## src/rtl/e203_irq_stim_mon.sv

```systemverilog
// Interrupt stimulus generator and completion monitor: drives CH_NUM interrupt lines with
// LFSR-randomised gaps, holds each until its handler-exit PC commits, and reports per-channel stats.
module e203_irq_stim_mon #(
  parameter int          CH_NUM = 3,
  parameter int          PC_W   = 32,
  parameter int          DLY_W  = 10,
  parameter int          LAT_W  = 16,
  parameter int          CNT_W  = 32,
  parameter logic [31:0] SEED   = 32'h1
) (
  input  logic                     hfclk,
  input  logic                     rst_n,
  input  logic                     cmt_valid,
  input  logic [PC_W-1:0]          cmt_pc,
  input  logic [PC_W-1:0]          arm_pc,
  input  logic [CH_NUM*PC_W-1:0]   ack_pc,
  input  logic [DLY_W-1:0]         dly_mask,
  input  logic                     stop_req,
  output logic [CH_NUM-1:0]        irq_o,
  output logic                     armed_o,
  output logic                     idle_o,
  output logic [CH_NUM*CNT_W-1:0]  inj_cnt,
  output logic [CH_NUM*LAT_W-1:0]  lat_max,
  output logic [CH_NUM-1:0]        tmo_err
);

  localparam logic [31:0] LFSR_MASK = 32'h80200003;
  localparam logic [31:0] SEED_INIT = (SEED == 32'h0) ? 32'h1 : SEED;

  localparam logic [1:0] ST_DISARM = 2'd0;
  localparam logic [1:0] ST_WAIT   = 2'd1;
  localparam logic [1:0] ST_ASSERT = 2'd2;
  localparam logic [1:0] ST_DONE   = 2'd3;

  logic              armed_reg;
  logic [31:0]       lfsr_reg;
  logic [31:0]       lfsr_next;
  logic [CH_NUM-1:0] ch_idle;

  assign lfsr_next = {1'b0, lfsr_reg[31:1]} ^ (lfsr_reg[0] ? LFSR_MASK : 32'h0);

  always_ff @(posedge hfclk or negedge rst_n) begin
    if (!rst_n) begin
      armed_reg <= 1'b0;
      lfsr_reg  <= SEED_INIT;
    end else begin
      if (cmt_valid && (cmt_pc == arm_pc)) armed_reg <= 1'b1;
      if (armed_reg) lfsr_reg <= lfsr_next;
    end
  end

  genvar gi;
  generate
    for (gi = 0; gi < CH_NUM; gi++) begin : g_ch
      // Each channel sees the shared LFSR rotated by a different amount to decorrelate gaps.
      localparam int ROT = (7 * gi) % 32;

      logic [1:0]       st_reg;
      logic [DLY_W:0]   gap_reg;
      logic [DLY_W:0]   gap_new;
      logic [DLY_W-1:0] rot_bits;
      logic [LAT_W-1:0] lat_reg;
      logic [LAT_W-1:0] lat_max_reg;
      logic [CNT_W-1:0] cnt_reg;
      logic             irq_reg;
      logic             tmo_reg;
      logic             ack;

      assign rot_bits = DLY_W'({lfsr_reg, lfsr_reg} >> ROT);
      assign gap_new  = {1'b0, rot_bits & dly_mask} + (DLY_W+1)'(1);
      assign ack      = cmt_valid && (cmt_pc == ack_pc[gi*PC_W +: PC_W]);

      always_ff @(posedge hfclk or negedge rst_n) begin
        if (!rst_n) begin
          st_reg      <= ST_DISARM;
          gap_reg     <= '0;
          lat_reg     <= '0;
          lat_max_reg <= '0;
          cnt_reg     <= '0;
          irq_reg     <= 1'b0;
          tmo_reg     <= 1'b0;
        end else begin
          case (st_reg)
            ST_DISARM: begin
              if (armed_reg) begin
                st_reg  <= ST_WAIT;
                gap_reg <= gap_new;
              end
            end
            ST_WAIT: begin
              if (stop_req) begin
                st_reg <= ST_DONE;
              end else if (gap_reg == (DLY_W+1)'(1)) begin
                st_reg  <= ST_ASSERT;
                irq_reg <= 1'b1;
                lat_reg <= '0;
                if (cnt_reg != {CNT_W{1'b1}}) cnt_reg <= cnt_reg + CNT_W'(1);
              end else begin
                gap_reg <= gap_reg - (DLY_W+1)'(1);
              end
            end
            ST_ASSERT: begin
              // An ack landing on the timeout cycle counts as a normal completion.
              if (ack || (lat_reg == {LAT_W{1'b1}})) begin
                irq_reg <= 1'b0;
                if (ack) begin
                  if (lat_reg > lat_max_reg) lat_max_reg <= lat_reg;
                end else begin
                  tmo_reg <= 1'b1;
                end
                if (stop_req) begin
                  st_reg <= ST_DONE;
                end else begin
                  st_reg  <= ST_WAIT;
                  gap_reg <= gap_new;
                end
              end else begin
                lat_reg <= lat_reg + LAT_W'(1);
              end
            end
            default: st_reg <= ST_DONE;
          endcase
        end
      end

      assign irq_o[gi]                   = irq_reg;
      assign tmo_err[gi]                 = tmo_reg;
      assign inj_cnt[gi*CNT_W +: CNT_W]  = cnt_reg;
      assign lat_max[gi*LAT_W +: LAT_W]  = lat_max_reg;
      assign ch_idle[gi]                 = (st_reg == ST_DISARM) || (st_reg == ST_DONE);
    end
  endgenerate

  assign armed_o = armed_reg;
  assign idle_o  = (&ch_idle) && !(|irq_o);

endmodule

```

## config.mk

```make
export PLATFORM = sky130hd
export DESIGN_NAME = e203_irq_stim_mon
export DESIGN_NICKNAME = d
export VERILOG_FILES = /design/src/rtl/e203_irq_stim_mon.sv
export SDC_FILE = /design/constraint.sdc
export NUM_CORES = 1
export LEC_CHECK = 0
export BUFFER_PORTS_ARGS = -buffer_cell sky130_fd_sc_hd__buf_4
export CORE_MARGIN = 1
export CORE_UTILIZATION = 51
export CTS_CLUSTER_DIAMETER = 60
export CTS_CLUSTER_SIZE = 24
export DETAILED_ROUTE_END_ITERATION = 7
export GPL_TIMING_DRIVEN = 0
export HOLD_SLACK_MARGIN = 0.1
export MAX_ROUTING_LAYER = met4
export PLACE_DENSITY_LB_ADDON = 0.2
export SLEW_MARGIN = 20
export SYNTH_ARGS = -nofsm -noshare
export SYNTH_HDL_FRONTEND = slang
export SYNTH_SLANG_ARGS = --single-unit
```

## constraint.sdc

```tcl
create_clock -name hfclk -period 3.03 [get_ports hfclk]
set_input_delay 0.606 -clock hfclk [delete_from_list [all_inputs] [get_ports hfclk]]
set_output_delay 0.606 -clock hfclk [all_outputs]
set_load 0.01 [all_outputs]
```

Yosys cells after proc, flatten, opt, wreduce, memory -nomap -nowiden
Cells that the tools add are included.
Operators by class
  $add $sub $neg: 12
  multipliers: 0
  divide/modulo/power cells: 0
  magnitude comparators: 3
  eq/ne operators: 46
  shifts and indexed selects: 0
  multiplexer cells: 57
  bitwise gates (word level): 8
  reductions and logical operators: 44
Operator list (count)
  2-to-1 mux 11 bit: 15
  2-to-1 mux 16 bit: 9
  == test 32 bit: 4
  one-hot mux 11 bit (3 select lines): 3
  adder 32 x 1 -> 32 bit (second input constant): 3
  inequality test 32 bit (second input constant): 3
  one-hot mux 16 bit (2 select lines): 3
  adder 16 x 1 -> 16 bit (second input constant): 3
  == test 16 bit (second input constant): 3
  greater-than comparator 16 bit: 3
  AND reduction 4 bit: 12
  inequality test 2 bit (second input constant): 21
  adder 10 x 1 -> 11 bit (second input constant): 3
  == test 11 x 1 -> 1 bit (second input constant): 3
  subtractor 11 x 1 -> 11 bit (second input constant): 3
  2-to-1 mux 32 bit: 1
  bitwise XOR 31 x 32 -> 32 bit: 1
  AND 10 bit: 3
  2-to-1 mux 2 bit: 11
  AND reduction 3 bit: 7
  one-hot mux 2 bit (3 select lines): 3
  AND reduction 6 bit: 3
  == test 2 bit (second input constant): 6
  2-to-1 mux 1 bit: 9
  other kinds (11): 35
Word-level totals
  register bits: 270
  latch bits: 0
  bits in writable memories: 0
  ROM bits: 0
  output and inout port bits: 152
  word-level logic and storage cells: 193
  memories kept: 0

Logic depth before layout (Yosys ltp)
  depth after elaboration: 5
  depth in mapped cells: 11
  depth with buffers taken out: 9

Least setup slack after synthesis
No wires, ideal clock.
  kind: reg2reg
  start: register g_ch[2].gap_reg[7]
  end: register g_ch[2].cnt_reg[23]
  library setup time: 0.126 ns
  arrival: 2.694 ns
  setup slack: 0.211 ns
  cell stages (with the launch flop): 8
  path buffers: 1
  path through: dfrtp_1 -> or4_4 -> or4_4 -> or3_1 -> buf_6 -> nor4_4 -> nand4_1 -> xnor2_1
Between the ends
  cells in the longest elaborated chain, start to end: 2
Ends and longest elaborated chain
  start, declared: line 59  | logic [DLY_W:0] gap_reg;
  start signal, assigned: line 87  | gap_reg <= gap_new;
  start signal, assigned: line 99  | gap_reg <= gap_reg - (DLY_W+1)'(1);
  start signal, assigned: line 115  | gap_reg <= gap_new;
  == test 11 x 1 -> 1 bit: line 93  | end else if (gap_reg == (DLY_W+1)'(1)) begin
  AND reduction 4 bit (no line)
  end signal, assigned: line 97  | if (cnt_reg != {CNT_W{1'b1}}) cnt_reg <= cnt_reg + CNT_W'(1);
  end, declared: line 64  | logic [CNT_W-1:0] cnt_reg;
Every way passes these cells.
A chain may end at the register's enable or synchronous reset.

Worst setup path after layout
  start: register g_ch[2].gap_reg[7]
  end: register g_ch[2].cnt_reg[30]
The elaborated chain is that of the path after synthesis.

==> results.txt <==
----------------------------------------------------
[Outcome]
  Status ... finished, final reports clean

[Cells and area]
  Final Net Count ... 2330
  Seq. cell area ... 6758 sq um
  Filler cell count in the final layout ... 2592
  Non-Filler Cell Area, Final ... 20660 sq um
  Syn-to-layout area delta ... 25.90%
  Fraction of final layout cells with drive strength greater than 1 ... 0.2373
  Area of the multi-input gates ... 9185 sq um
  Number of non-filler instances in the completed layout ... 2508
  Flip-flop count of the largest register after layout ... 96

[Routing]
  Vias per cell ... 5.750
  First-pass detailed-route iteration total ... 5
  Met2 wire length ... 23.69 mm
  Number of design rule violations left after detail routing ... 0
  Amount of wire on met3 after detailed routing ... 2.041 mm
  Detail-routed net length per standard cell ... 18.45 microns
  Detailed Route WL ... 46.28 mm
  DR vias ... 14420
  Detailed-routing wirelength on met1 ... 18.29 mm
  Highest metal layer with signal wires ... met4
  First DRT Iteration DRCs ... 1014
  Post-DRT Antenna Nets ... 0

[Pwr]
  Net switching share of the total power ... 0.2970
  Leak Pwr ... 9.464 nW
  Power per standard cell area ... 460.3 nW/um^2
  Register share of total power ... 0.412
  Net switching power of the design ... 2.824 mW
  Share of power burned in combinational logic ... 0.195
  Clock network fraction of design power ... 0.393
  Internal power component ... 6.684 mW
  VDD IR-drop max ... 0.0003758 V

[Logic synthesis]
  Leading area contributor after synthesis ... dfrtp_1
  Leading post-synthesis cells by cell area ... dfrtp_1 (41%), xnor2_1 (7.5%), ha_1 (5.7%)
  Flops & latches, synth ... 270
  Syn avg cell area ... 9.550 sq um
  Summed instance area of the synthesized netlist ... 16410 sq um
  Asr flop ratio synth ... 1.000
  Predominant post-synthesis flop cell ... dfrtp_1
  Sequential-to-total area share from yosys stat ... 0.4119
  Post-synthesis net count ... 1967
  Post-synthesis instance total ... 1718
  Number of enable flip-flop cells after synthesis ... 0
  Count of synthesis-stage warnings from yosys ... 0
  Count of distinct cell types in the synthesized netlist ... 69
  Fraction of synthesized cell area taken by the top area cell type ... 0.4103

[STA]
  Shortest clock period the worst path allows after layout ... 2.891 ns
  Worst relative slew slack ... 0.1976
  Final-report hold violation count ... 0
  Fin. max-slew vios ... 0
  Hold Worst Slack ... 0.4799 ns
  Slew @ Worst Pin ... 1.191 ns
  Period utilisation layout ... 0.9543
  Total setup violations reported at the end of the flow ... 0
  Maximum clock skew at final layout ... 0.02309 ns
  Unrepaired setup endpoints after global routing ... no
  Fmax ... 345.9 MHz

[Clock network]
  CTS max path bufs ... 3
  TritonCTS clock tree ... done
  Clk pin slew, worst setup/hold paths ... 0.06 ns
  Clock network latency to the later pin of the worst-skew pair ... 0.56 ns
  Clock Sink Count ... 270
  Root buffer selected by CTS ... clkbuf_16
  Total CTS buffers ... 29
  Number of H-tree levels ... 1

[Worst setup path]
  Arr. time, crit path ... 3.33 ns
  Worst reg2reg endpoint ... g_ch[2].cnt_reg[30]$_DFFE_PN0P_
  Source of the worst register-to-register timing path ... g_ch[2].gap_reg[7]$_DFFE_PN0P_
  Kind of capture point of the worst setup path ... flop
  WP data required ... 3.47 ns
  Reg2reg setup slack ... 0.14 ns
  Category of the most critical setup path ... reg -> reg
  Startpoint type of the worst setup path ... flop
  Crit Path Max Fanout ... 6
  Worst Reg2Reg Path Length in Cells ... 8

[Worst hold path]
  Cell depth of the worst hold path ... 2
  Worst min path class ... reg -> reg
  Worst Hold Endpoint ... g_ch[1].tmo_reg$_DFFE_PN0P_
  Hold Startpoint ... g_ch[1].tmo_reg$_DFFE_PN0P_

[Placed design]
  Placer's final routability congestion estimate ... 0.9652
  Number of instances in the placed design ... 2448
  HPWL after detailed placement ... 35.75 mm
  Buffers added on ports ... 325
  Placed cell areas ... 19440 sq um

[Floorplan]
  Ports placed on the boundary ... 326
  Die boundary width ... 181.4 microns
  Core area ... 31640 sq um
  Effective utilization at floorplan ... 0.5186
  Vert. Die Dim ... 181.4 microns
  Floorplan die area ... 32890 sq um
  Number of rows created at floorplan ... 65

[Global route]
  Maximum number of pins on one net before global-route repair ... 98
  GRT Overall Usage ... 0.2856
  Number of antenna violations at the first check in global routing ... 3
  Residual overflow from global routing ... 0
  Number of global-route vias before repair ... 14060
  First-pass GRT wire length ... 73.27 mm

[Job]
  Max-capacitance violation count ... 0

----------------------------------------------------
## worst max-delay path by stage
| stage | from | to | slack, ns | depth (start not counted) |
|---|---|---|---|---|
| 5_1_grt | g_ch[1].cnt_reg[15]$_DFFE_PN0P_ | g_ch[1].cnt_reg[1]$_DFFE_PN0P_ | 0.004 | 5 |
| 3_5_place_dp | cmt_pc[18] | g_ch[2].lat_max_reg[4]$_DFFE_PN0P_ | -1.27 | 8 |
| 2_1_floorplan | g_ch[2].gap_reg[7]$_DFFE_PN0P_ | g_ch[2].cnt_reg[23]$_DFFE_PN0P_ | 0.21 | 7 |
| 6_report | g_ch[2].gap_reg[7]$_DFFE_PN0P_ | g_ch[2].cnt_reg[30]$_DFFE_PN0P_ | 0.14 | 8 |
| 4_1_cts | g_ch[1].st_reg[1]$_DFFE_PN0P_ | g_ch[1].cnt_reg[27]$_DFFE_PN0P_ | 0.005 | 9 |
| 3_3_place_gp | cmt_pc[18] | g_ch[2].lat_max_reg[5]$_DFFE_PN0P_ | -1.25 | 8 |
## cells by family after synthesis
kind of cell	Yosys count	share of synthesized area
and+or+nand+nor	647	0.2091
DFF	270	0.4119
AOI/OAI and AO/OA	250	0.1012
xor gates and xnor gates	247	0.1319
buffers and inverters	152	0.03729
muxes	77	0.05148
adders and majority gates	75	0.05720
## worst max-delay path, stage by stage, from the launching register on
cell and delay, ns:
dfrtp_1 0.43, or4_4 0.57, or4_4 0.57, or3_4 0.36, buf_6 0.15, nor4_4 0.23, buf_4 0.20, nand4_1 0.12
xnor2_1 0.15
## cell type report
type / instances / share of cell area
Timing Repair Buffer: 336 / 0.1257
Multi-Input combinational cell: 1296 / 0.4447
Sequential cell: 270 / 0.3272
Clock buffer: 35 / 0.03671
Clock inverter: 18 / 0.01187
Tap cell: 402 / 0.02435
Antenna cell: 3 / 0.0003634
Inverter: 91 / 0.01654
Buffer: 57 / 0.01266
## what timing repair did
action,in CTS,in global routing
pin swaps,3,3
resized for setup,16,21
endpoints found under the setup margin,115,77
setup buffers,5,2
hold buffers,1,0
hold endpoints to repair,37,0
## placed cells by master (no fill, tap or decap), drive strengths merged, types with 22 or more instances in the layout
master and instances:
nor2 87, buf 348, or3 30, nand3 96, inv 93, dfrtp 269, mux2 59, a21oi 49
xor2 107, o31ai 22, nor4 44, xnor2 140, nand2 149, nand4 74, nor3 44, clkbuf 79
o21ai 66, and3 33, ha 75
## per-stage QoR
| stage | TNS (ns) | setup slack [ns] | total power [mW] | utilization |
|---|---|---|---|---|
| final | 0 | 0.1386 | 9.508 | 0.6529 |
| after floorplan | 0 | 0.2108 | 5.020 | - |
| after global placement | -316.53 | -1.255 | 5.724 | 0.6116 |
| after detailed placement | -57.28 | -1.270 | 5.785 | 0.6145 |
| after CTS | 0 | 0.005471 | 9.575 | 0.6499 |
| after global routing | 0 | 0.004111 | 9.912 | 0.6529 |
## power by group through the flow
stage          logic (mW)  clock network (mW)  registers, mW
2_1_floorplan        1.08                   0           3.94
3_3_place_gp         1.77                   0           3.96
3_5_place_dp         1.82                   0           3.97
4_1_cts              1.85                3.82           3.91
5_1_grt              2.03                3.95           3.93
6_report             1.85                3.74           3.91
## Yosys cell counts (5+ instances only)
master	n
a211o_1	9
a211oi_1	6
a21o_1	20
a21oi_1	48
a22o_1	5
a41oi_1	6
and2_1	17
and3_1	32
and4_1	8
buf_1	5
buf_4	6
clkbuf_1	47
dfrtp_1	269
ha_1	75
inv_1	91
mux2_2	59
mux2i_1	18
nand2_1	149
nand2b_1	9
nand3_1	96
nand4_1	74
nand4b_1	6
nor2_1	87
nor2b_1	9
nor3_1	44
nor4_1	41
nor4b_1	7
o211ai_1	10
o21ai_0	61
o21ai_1	5
o221ai_1	6
o22ai_1	6
o311ai_0	13
o31ai_1	22
o32ai_1	5
or2_2	5
or3_1	28
or4_1	13
xnor2_1	140
xor2_1	107
## metal layers
| metal | GRT usage | up-vias |
|---|---|---|
| li1 | - | 6919 |
| met1 | 0.3271 | 6916 |
| met2 | 0.5066 | 481 |
| met3 | 0.02560 | 106 |
| met4 | 0.1285 | 0 |
| met5 | - | - |
No activity file was read; power rests on OpenSTA's default activity.
